File: src/rtl/prog_mem_pkg.sv
// Shared types and default sizes for the programmable memory block.
package prog_mem_pkg;

    typedef enum logic [1:0] {
        IDLE = 2'd0,
        PROG = 2'd1,
        DONE = 2'd2
    } state_t;

    localparam int DEF_DATA_W = 8;
    localparam int DEF_ADDR_W = 4;

endpackage

File: src/rtl/mem_array.sv
// Single write port, single synchronous read port storage array.
module mem_array
    import prog_mem_pkg::*;
#(
    parameter int DATA_W = DEF_DATA_W,
    parameter int ADDR_W = DEF_ADDR_W
) (
    input  logic              clk,
    input  logic              i_rst_n,
    input  logic              i_we,
    input  logic [ADDR_W-1:0] i_waddr,
    input  logic [DATA_W-1:0] i_wdata,
    input  logic              i_re,
    input  logic [ADDR_W-1:0] i_raddr,
    output logic [DATA_W-1:0] o_rdata
);

    localparam int DEPTH = 1 << ADDR_W;

    logic [DATA_W-1:0] r_mem [DEPTH];
    logic [DATA_W-1:0] r_rdata;

    // Contents survive reset; only the read register is cleared.
    always_ff @(posedge clk) begin
        if (i_we) begin
            r_mem[i_waddr] <= i_wdata;
        end
    end

    always_ff @(posedge clk or negedge i_rst_n) begin
        if (!i_rst_n) begin
            r_rdata <= '0;
        end else if (i_re) begin
            r_rdata <= r_mem[i_raddr];
        end else begin
            r_rdata <= '0;
        end
    end

    assign o_rdata = r_rdata;

endmodule

File: src/rtl/prog_mem.sv
// Memory with sequential programming pass and run-mode direct access.
module prog_mem
    import prog_mem_pkg::*;
#(
    parameter int DATA_W = DEF_DATA_W,
    parameter int ADDR_W = DEF_ADDR_W
) (
    input  logic              clk,
    input  logic              low_clr,
    input  logic              prog_mode,
    input  logic              wr_valid,
    input  logic [DATA_W-1:0] wr_data,
    output logic              wr_ready,
    input  logic              low_load,
    input  logic [DATA_W-1:0] data_in,
    input  logic [ADDR_W-1:0] addr,
    input  logic              low_o_en,
    output logic [DATA_W-1:0] data_out,
    output logic [ADDR_W:0]   prog_count,
    output logic              prog_done
);

    localparam logic [ADDR_W:0] LAST = {1'b0, {ADDR_W{1'b1}}};
    localparam logic [ADDR_W:0] ONE  = (ADDR_W+1)'(1);

    state_t            r_state;
    logic [ADDR_W:0]   r_prog_count;
    logic              r_prog_done;
    logic              r_wr_ready;

    logic              w_in_prog;
    logic              w_enter;
    logic              w_last;
    logic              w_prog_wr;
    logic              w_run_wr;
    logic              w_we;
    logic              w_re;
    logic [ADDR_W-1:0] w_waddr;
    logic [DATA_W-1:0] w_wdata;

    assign w_in_prog = (r_state == PROG);
    assign w_enter   = (r_state == IDLE) && prog_mode;
    assign w_last    = (r_prog_count == LAST);
    assign w_prog_wr = w_in_prog && prog_mode && wr_valid;
    assign w_run_wr  = !w_in_prog && !low_load;
    assign w_we      = w_prog_wr || w_run_wr;
    assign w_waddr   = w_in_prog ? r_prog_count[ADDR_W-1:0] : addr;
    assign w_wdata   = w_in_prog ? wr_data : data_in;
    // Suppress the read on the entry edge so data_out is 0 for all of PROG.
    assign w_re      = !w_in_prog && !w_enter && !low_o_en;

    always_ff @(posedge clk or negedge low_clr) begin
        if (!low_clr) begin
            r_state      <= IDLE;
            r_prog_count <= '0;
            r_prog_done  <= 1'b0;
            r_wr_ready   <= 1'b0;
        end else begin
            unique case (r_state)
                IDLE: begin
                    if (prog_mode) begin
                        r_state      <= PROG;
                        r_prog_count <= '0;
                        r_wr_ready   <= 1'b1;
                        r_prog_done  <= 1'b0;
                    end
                end
                PROG: begin
                    if (!prog_mode) begin
                        r_state    <= IDLE;
                        r_wr_ready <= 1'b0;
                    end else if (wr_valid) begin
                        r_prog_count <= r_prog_count + ONE;
                        if (w_last) begin
                            r_state     <= DONE;
                            r_wr_ready  <= 1'b0;
                            r_prog_done <= 1'b1;
                        end
                    end
                end
                DONE: begin
                    if (!prog_mode) begin
                        r_state     <= IDLE;
                        r_prog_done <= 1'b0;
                    end
                end
                default: begin
                    r_state     <= IDLE;
                    r_wr_ready  <= 1'b0;
                    r_prog_done <= 1'b0;
                end
            endcase
        end
    end

    mem_array #(
        .DATA_W (DATA_W),
        .ADDR_W (ADDR_W)
    ) u_mem (
        .clk     (clk),
        .i_rst_n (low_clr),
        .i_we    (w_we),
        .i_waddr (w_waddr),
        .i_wdata (w_wdata),
        .i_re    (w_re),
        .i_raddr (addr),
        .o_rdata (data_out)
    );

    assign wr_ready   = r_wr_ready;
    assign prog_count = r_prog_count;
    assign prog_done  = r_prog_done;

endmodule
File: config.mk
export PLATFORM = sky130hd
export DESIGN_NAME = prog_mem
export DESIGN_NICKNAME = d
export VERILOG_FILES = /design/src/rtl/prog_mem_pkg.sv /design/src/rtl/mem_array.sv /design/src/rtl/prog_mem.sv
export SDC_FILE = /design/constraint.sdc
export NUM_CORES = 1
export LEC_CHECK = 0
export ABC_CLOCK_PERIOD_IN_PS = 4900
export BUFFER_PORTS_ARGS = -buffer_cell sky130_fd_sc_hd__buf_2
export CAP_MARGIN = 15
export CORE_MARGIN = 8
export CORE_UTILIZATION = 45
export DETAILED_ROUTE_END_ITERATION = 7
export MAX_ROUTING_LAYER = met4
export PLACE_DENSITY = 0.72
export SYNTH_ARGS = -nofsm -noshare
export SYNTH_HDL_FRONTEND = slang
export SYNTH_SLANG_ARGS = --single-unit
File: constraint.sdc
create_clock -name clk -period 4.9 [get_ports clk]
set_input_delay 0.49 -clock clk [delete_from_list [all_inputs] [get_ports clk]]
set_output_delay 0.49 -clock clk [all_outputs]
set_load 0.01 [all_outputs]
**Word level (Yosys, flattened, before mapping)**

Memories as Yosys holds them, arrays and structs flattened.
Index checks and enable logic that the tools add are counted.

- Input bits: 26
- Register bits: 17
- Memories kept: 1
- Memory bits (writable): 128
- Output and inout port bits: 15

Memories:

| memory | words | bits a word | rd ports | clocked after memory_dff | write ports | line | source |
|---|---|---|---|---|---|---|---|
| u_mem.r_mem | 16 | 8 | 1 | 0 | 1 | mem_array.sv:20 | `logic [DATA_W-1:0] r_mem [DEPTH];` |

- Reduce and logical (&&, ||, !) cells: 17
- Bitwise logic cells: 1
- Muxes and demuxes: 26
- Add/sub/neg operators: 1
- Eq/ne operators: 10

Operator list:

| operator | count |
|---|---|
| 2-to-1 mux 8 bit | 2 |
| 2-to-1 mux 5 bit | 3 |
| AND reduction 4 bit | 3 |
| 2-to-1 mux 1 bit | 11 |
| 2-to-1 mux 2 bit | 5 |
| case mux 5 bit (2 select lines) | 1 |
| inequality test 2 bit (second input constant) | 4 |
| logical AND 1 bit | 6 |
| case mux 1 bit (3 select lines) | 2 |
| case mux 2 bit (3 select lines) | 1 |
| adder 5 x 1 -> 5 bit (second input constant) | 1 |
| equality test 5 x 4 -> 1 bit (second input constant) | 1 |
| AND reduction 5 bit | 1 |
| logical NOT 1 bit | 4 |
| 2-to-1 mux 4 bit | 1 |
| inequality test 3 x 2 -> 1 bit (second input constant) | 1 |
| inequality test 3 bit (second input constant) | 1 |
| equality test 2 x 1 -> 1 bit (second input constant) | 1 |
| equality test 2 bit (second input constant) | 1 |
| logical NOT 2 bit | 1 |
| inequality test 2 x 1 -> 1 bit (second input constant) | 1 |
| nonzero test 2 bit | 1 |
| logical OR 1 bit | 1 |
| inverter 1 bit | 1 |

**Depth between registers and ports, before layout**

Gate-level depths: netlist (run 1).

- Depth after elaboration: 6
- Gate-level depth with buffers: 6

**Hierarchy**

Synthesis (run 1) repeated with hierarchy kept, for this count alone.

- Cells, all modules: 361
- Area, all modules: 5974.5 um2

By module, submodules not included:

| module | seq. area each (um2) | cells an instance | area an instance (um2) | instances |
|---|---|---|---|---|
| mem_array | 4043.9 | 290 | 5303.8 | 1 |
| prog_mem | 225.2 | 71 | 670.6 | 1 |

**Worst setup path before layout (run 1)**

No wires, ideal clock.

- Kind: input-to-reg
- From: input addr[1]
- To: memory u_mem.r_mem[15][0] in the netlist's numbering (enable)
- Data arrival time: 1.663 ns
- Slack: 2.854 ns
- Library setup time: 0.383 ns
- Stages: 4
- Buffers on the path: 2
- Cells stage by stage: buf_2 -> buf_2 -> a31oi_1 -> nor3_1

- Word-level cells in the longest chain between the ends: 1

RTL lines:

| element | line | source |
|---|---|---|
| start: declaration | prog_mem.sv:16 | `input logic [ADDR_W-1:0] addr,` |
| 2-to-1 mux 4 bit | prog_mem.sv:47 | `assign w_waddr = w_in_prog ? r_prog_count[ADDR_W-1:0] : addr;` |
| end: declaration | mem_array.sv:20 |  |

Every way passes these cells.

**Worst setup path after layout (run 1)**

- From: register r_state[1]
- To: memory u_mem.r_mem[11][1] in the netlist's numbering (enable)

- Word-level cells in the longest chain between the ends: 6
- Elaborated cells between the ends (all ways): 9
- Those cells by class: eq/ne: 1; mux: 3; reduce/logical: 5

RTL lines:

| element | line | source |
|---|---|---|
| start: declaration | prog_mem.sv:26 | `state_t r_state;` |
| start signal: assignment | prog_mem.sv:54 | `r_state <= IDLE;` |
| start signal: assignment | prog_mem.sv:62 | `r_state <= PROG;` |
| start signal: assignment | prog_mem.sv:70 | `r_state <= IDLE;` |
| equality test 2 x 1 -> 1 bit (*) | prog_mem.sv:41 | `assign w_in_prog = (r_state == PROG);` |
| logical AND 1 bit / logical NOT 1 bit (equally long branches) | prog_mem.sv:44, prog_mem.sv:45 |  |
| logical AND 1 bit, on equally long branches | prog_mem.sv:44, prog_mem.sv:45 |  |
| logical OR 1 bit | prog_mem.sv:46 | `assign w_we = w_prog_wr \|\| w_run_wr;` |
| 2-to-1 mux 1 bit | mem_array.sv:25 | `if (i_we) begin` |
| 2-to-1 mux 1 bit (implied by the code) | mem_array.sv:26 | `r_mem[i_waddr] <= i_wdata;` |

Mark *: on every way between the ends. The rest lies on a longest branch, timed or not.

==> out/results.ini, run 1 <==
[critical_path]
startpoint = r_state[1]$_DFFE_PN0P_
path_max_fanout = 17
cp_slowest_cell = nor3_1
worst_r2r_endpoint = u_mem.r_mem[11][1]$_DFFE_PP_
path_buf_inv = 0
endpoint = u_mem.r_mem[11][1]$_DFFE_PP_
arrival_ns = 2.97
start_kind = flop
critical_path_depth = 3
r2r_slack_ns = 1.96
crit_type = reg2reg
reg2regPathDepth = 3
cp-end-kind = flop
max_stage_delay_ns = 1.04
required_ns = 4.93
crit_family = simple AND/OR/NAND/NOR gates
crit_path_cell_trace = nand2b_1, a31oi_1, nor3_1
r2r_start = r_state[1]$_DFFE_PN0P_

[sta]
rsz0062_at_grt = false
slew_violations = 0
setup_violations = 0
finalCritPeriodShare = 0.6007
timing.hold.ws_ns = 0.3801
final.min_clock_period_ns = 2.943
hold_viol = 0
tightest_slew_ns = 1.176
fin_skew_ns = 0.009430
finalSetupTns_ns = 0
fmax_mhz = 339.8
slew_headroom = 0.2102

[route]
postRouteAntennaNets = 0
vias = 3483
drt_wl_total_mm = 13.60
first_pass_iters = 5
vias_per_cell = 5.995
drcViolationCount = 0
wire_per_inst_um = 23.40
drt-initial-drc-count = 329

[yosys]
ys_seq_elements = 145
synth_area_per_cell_um2 = 17.79
netlist_instances = 345
netlist_area_um2 = 6136
synth.area.top_cells = edfxtp_1 (63%), mux4_1 (8.6%), dfrtp_1 (6.9%)
post-synth-top-area-cell = edfxtp_1
syn_nets = 373
synth_top_area_frac = 0.6264
synthFlopType = edfxtp_1
yosysSeqAreaShare = 0.6958
synth-async-reset-ratio = 0.1172
yosysWarnings = 0
yosys.cell_types.count = 35
synth-edff-count = 128

[clock_tree]
worstSkewPairLatency_ns = 0.42
cts.sinks = 145
cts_hold_buf = 1
htreeDepth = 4
root_buffer = clkbuf_16
cts_tree = yes
clockBufferDepth = 2
path_clk_slew_ns = 0.06
cts_resized = 0
cts_setup_buffers = 0
numCtsBuffers = 17

[min_path]
hold_path_class = in2reg

[cells_and_area]
final_area_um2 = 7124
final_cells = 581
area_delta_synth_final_pct = 16.11
nets = 420
nFillCells = 1007
final_util = 0.5359
drive_above_1_share = 0.2395
antenna_cells = 0

[place]
portBuffers = 40
hpwl_mm = 8.557
place_inst = 539
gp_congestion = 0.8758
placed_area_um2 = 6442

[grt]
grt_pass1_wl_mm = 20.66
grt.overflow.total = 0
antenna_found_initial = 0
grt_pass1_vias = 3473
grt_start_max_net_pins = 36
grt_use_total = 0.1608

[die]
initial_core_util = 0.4615
io_pins = 41
fp-row-count = 42
fp.coreArea_um2 = 13300
design.die.area_um2 = 17630
die_h_um = 132.8
die_w_um = 132.8

[run]
drv_cap = 0

[pwr]
leakage_nw = 2.532
peakVddDrop_v = 0.0003242
powerDensity_nw_per_um2 = 404.9

[outcome]
status = finished, final reports clean

per-stage QoR:
step | total power, mW | setup WS [ns]
finish | 2.885 | 1.957
global route | 2.962 | 1.807
CTS | 2.898 | 1.687
detailed placement | 1.579 | 1.711
global placement | 1.571 | 1.834
floorplan | 1.518 | 2.854
layout by cell type (no fill, tap or decap), types with 4 or more instances in the layout:
cell type	instances
edfxtp_1	128
inv_1	6
mux4_1	20
nand4_1	10
o21ai_0	4
nand4b_1	33
clkbuf_16	17
nand2b_1	4
dfrtp_1	17
buf_4	4
mux4_2	12
nor4bb_1	4
buf_2	44
clkbuf_4	4
nor3_1	16
nand2_1	26
inv_6	4
nor2b_1	5
a31oi_1	5
cell families (layout without fill, tap and decap cells):
family / after synthesis / in the layout / synth area share
multiplexers: 34 / 34 / 0.1332
AO/OA/AOI/OAI: 25 / 25 / 0.02753
flip-flops: 145 / 145 / 0.6958
adder cells (fa/ha/maj): 2 / 2 / 0.004078
AND/OR/NAND/NOR: 107 / 107 / 0.1117
buffers and inverters: 32 / 92 / 0.02773
synthesized netlist by cell type (2+ instances only):
library cell	count
o21a_1	2
a21oi_1	3
a21boi_0	2
clkbuf_1	6
a31oi_1	5
nand2b_1	4
nand2_1	26
dfrtp_1	17
nor3_1	16
nor2_1	3
and4b_1	2
o22ai_1	3
mux4_1	20
nand4b_1	33
nand4_1	10
ha_1	2
edfxtp_1	128
buf_2	13
buf_6	4
nor2b_1	5
nor4bb_1	4
a22o_1	3
o21ai_0	4
clkbuf_2	3
mux4_2	12
inv_1	6
worst min path at each step:
stage / startpoint / to / cells after the start
after floorplan: low_clr / prog_count[0]$_DFFE_PN0P_ / 0
after global placement: low_clr / prog_count[4]$_DFFE_PN0P_ / 1
after detailed placement: low_clr / prog_count[4]$_DFFE_PN0P_ / 1
after CTS: prog_mode / r_state[1]$_DFFE_PN0P_ / 2
after global routing: prog_mode / r_state[1]$_DFFE_PN0P_ / 2
final: prog_mode / r_state[1]$_DFFE_PN0P_ / 2
state kept, by name, summed over array words and instances, names as in the netlist:
register / count
u_mem.r_mem: 128
prog_done: 1
u_mem.o_rdata: 8
wr_ready: 1
prog_count: 5
r_state: 2
per-layer routing:
layer  part of all wire  track usage  routed length [µm]
met1               0.41       0.2003                5608
met2               0.49       0.2443                6598
met3              0.087      0.04958                1177
met4              0.016      0.05741                 212
met5                  0            -                   0
layout make-up:
cell class | instances | area (µm²) | share of cell area
clock buffer | 17 | 425.4 | 0.05971
sequential | 145 | 4269 | 0.5992
tap | 176 | 220.2 | 0.03091
clock inverter | 15 | 181.4 | 0.02547
multi-input combinational | 168 | 1700 | 0.2387
inverter | 6 | 22.52 | 0.003161
timing repair buffer | 54 | 305.3 | 0.04285
power by group:
| part | internal (mW) | switching, mW |
|---|---|---|
| sequential | 1.38 | 0.0124 |
| combinational | 0.0595 | 0.109 |
| clock | 0.807 | 0.521 |
No activity file was read; power rests on OpenSTA's default activity.
==> run 2, diff against run 1 <==
--- a/config.mk
+++ b/config.mk
@@ -5,14 +5,14 @@
 export SDC_FILE = /design/constraint.sdc
 export NUM_CORES = 1
 export LEC_CHECK = 0
-export ABC_CLOCK_PERIOD_IN_PS = 4900
+export ABC_CLOCK_PERIOD_IN_PS = 2550
 export BUFFER_PORTS_ARGS = -buffer_cell sky130_fd_sc_hd__buf_2
 export CAP_MARGIN = 15
 export CORE_MARGIN = 8
 export CORE_UTILIZATION = 45
 export DETAILED_ROUTE_END_ITERATION = 7
 export MAX_ROUTING_LAYER = met4
-export PLACE_DENSITY = 0.72
+export PLACE_DENSITY = 0.75
 export SYNTH_ARGS = -nofsm -noshare
 export SYNTH_HDL_FRONTEND = slang
 export SYNTH_SLANG_ARGS = --single-unit
==> constraint.sdc (replaced) <==
create_clock -name clk -period 2.55 [get_ports clk]
set_input_delay 0.255 -clock clk [delete_from_list [all_inputs] [get_ports clk]]
set_output_delay 0.255 -clock clk [all_outputs]
set_load 0.01 [all_outputs]
==> out/results.ini, run 2 (synthesis results as in run 1) <==
[die]
initial_core_util = 0.4615
die_h_um = 132.8
fp-row-count = 42
design.die.area_um2 = 17630
io_pins = 41
fp.coreArea_um2 = 13300
die_w_um = 132.8

[sta]
slew_headroom = 0.5103
fmax_mhz = 445.8
rsz0062_at_grt = false
hold_viol = 0
finalCritPeriodShare = 0.8797
fin_skew_ns = 0.005838
finalSetupTns_ns = 0
setup_violations = 0
final.min_clock_period_ns = 2.243
tightest_slew_ns = 0.7328
slew_violations = 0

[cells_and_area]
final_cell_mix = edfxtp_1 (128), buf_2 (40), nand4b_1 (33)
nets = 431
area_delta_synth_final_pct = 18.35
largest_register_ffs = 128
antenna_cells = 0
layout_commonest_cell = edfxtp_1
drive_above_1_share = 0.2548
top_register = u_mem.r_mem

[pwr]
leakage_nw = 2.610
power_mw = 5.695
powerDensity_nw_per_um2 = 784.2
peakVddDrop_v = 0.0004916

[clock_tree]
cts_setup_buffers = 0
root_buffer = clkbuf_16
clockBufferDepth = 2
path_clk_slew_ns = 0.05
cts_tree = yes
cts.sinks = 145
cts_hold_buf = 1
numCtsBuffers = 17
htreeDepth = 4
worstSkewPairLatency_ns = 0.42
cts_resized = 0

[critical_path]
start_kind = flop
cp-end-kind = flop
arrival_ns = 2.37
path_max_fanout = 17
required_ns = 2.67
crit_type = reg2reg

[route]
postRouteAntennaNets = 0
drcViolationCount = 0
first_pass_iters = 5
drt_wl_total_mm = 13.61
vias_per_cell = 5.946
drt-initial-drc-count = 332
vias = 3520
wire_per_inst_um = 22.98

[outcome]
status = finished, final reports clean

[grt]
grt_pass1_vias = 3589
grt.overflow.total = 0
grt_use_total = 0.1645
grt_start_max_net_pins = 36
grt_pass1_wl_mm = 20.94
antenna_found_initial = 0

[min_path]
hold_path_class = in2reg

[place]
gp_congestion = 0.8231
portBuffers = 40
hpwl_mm = 8.901

[run]
drv_cap = 0

==> run 2: cell count changes in the layout (fill, tap and decap cells not counted), moves of 2 or more <==
cell	change
clkbuf_4	-4
bufinv_16	+2
buf_2	-4
inv_6	-3
buf_4	+19
clkbuf_1	+3
clkinv_4	-2
clkbuf_8	+2
==> run 2: worst paths after layout <==
kind                                             start                           end  slack, ns  cells after the start
max in group asynchronous                      low_clr    u_mem.o_rdata[3]$_DFF_PN0_       1.94                      2
worst max register to register  r_state[1]$_DFFE_PN0P_  u_mem.r_mem[15][2]$_DFFE_PP_       0.31                      4
worst min-delay path                         prog_mode        r_state[1]$_DFFE_PN0P_       0.15                      2
worst max-delay path            r_state[1]$_DFFE_PN0P_  u_mem.r_mem[15][2]$_DFFE_PP_       0.31                      4
worst min register to register    wr_ready$_DFFE_PN0P_          wr_ready$_DFFE_PN0P_       0.57                      2
min in group asynchronous                      low_clr     prog_count[1]$_DFFE_PN0P_       0.31                      2
==> run 2: report_power, final <==
group,internal (mW),total [mW],switching (mW)
Sequential,2.65,2.67,0.0248
Clock,1.79,2.69,0.902
Combinational,0.124,0.338,0.214
Total,4.55,5.69,1.14
==> run 2: cell type report <==
type,count,area [µm²]
fill,996,6033
sequential,145,4269
multi-input combinational,168,1700
clock buffer,22,464.2
timing repair buffer,65,402.9
tap,176,220.2
clock inverter,10,182.7
inverter,6,22.52
==> run 2: metal layers <==
metal	track usage	part of all wire	routed length, µm
met2	0.2649	0.51	6889
met4	0.08328	0.034	467
met1	0.1855	0.39	5291
met5	-	0	0
met3	0.04618	0.070	957
==> run 2: metrics by stage <==
| step | setup slack [ns] | util | hold slack (ns) | area [µm²] | std cells |
|---|---|---|---|---|---|
| floorplan | 0.5112 | - | -0.04059 | 6136 | 345 |
| finish | 0.3068 | 0.5462 | 0.1526 | 7262 | 592 |
| global placement | 0.4877 | 0.4968 | 0.2032 | 6605 | 559 |
| global route | 0.1937 | 0.5462 | 0.1544 | 7262 | 592 |
| detailed placement | 0.3792 | 0.4968 | 0.2101 | 6605 | 559 |
| CTS | 0.3563 | 0.5462 | 0.1435 | 7262 | 592 |
==> run 2: worst max-delay path, stage by stage (launching register included) <==
cell and delay, ns:
dfrtp_1 0.57, nand2b_1 0.54, a31oi_1 0.32, nor3_1 0.29, buf_4 0.22
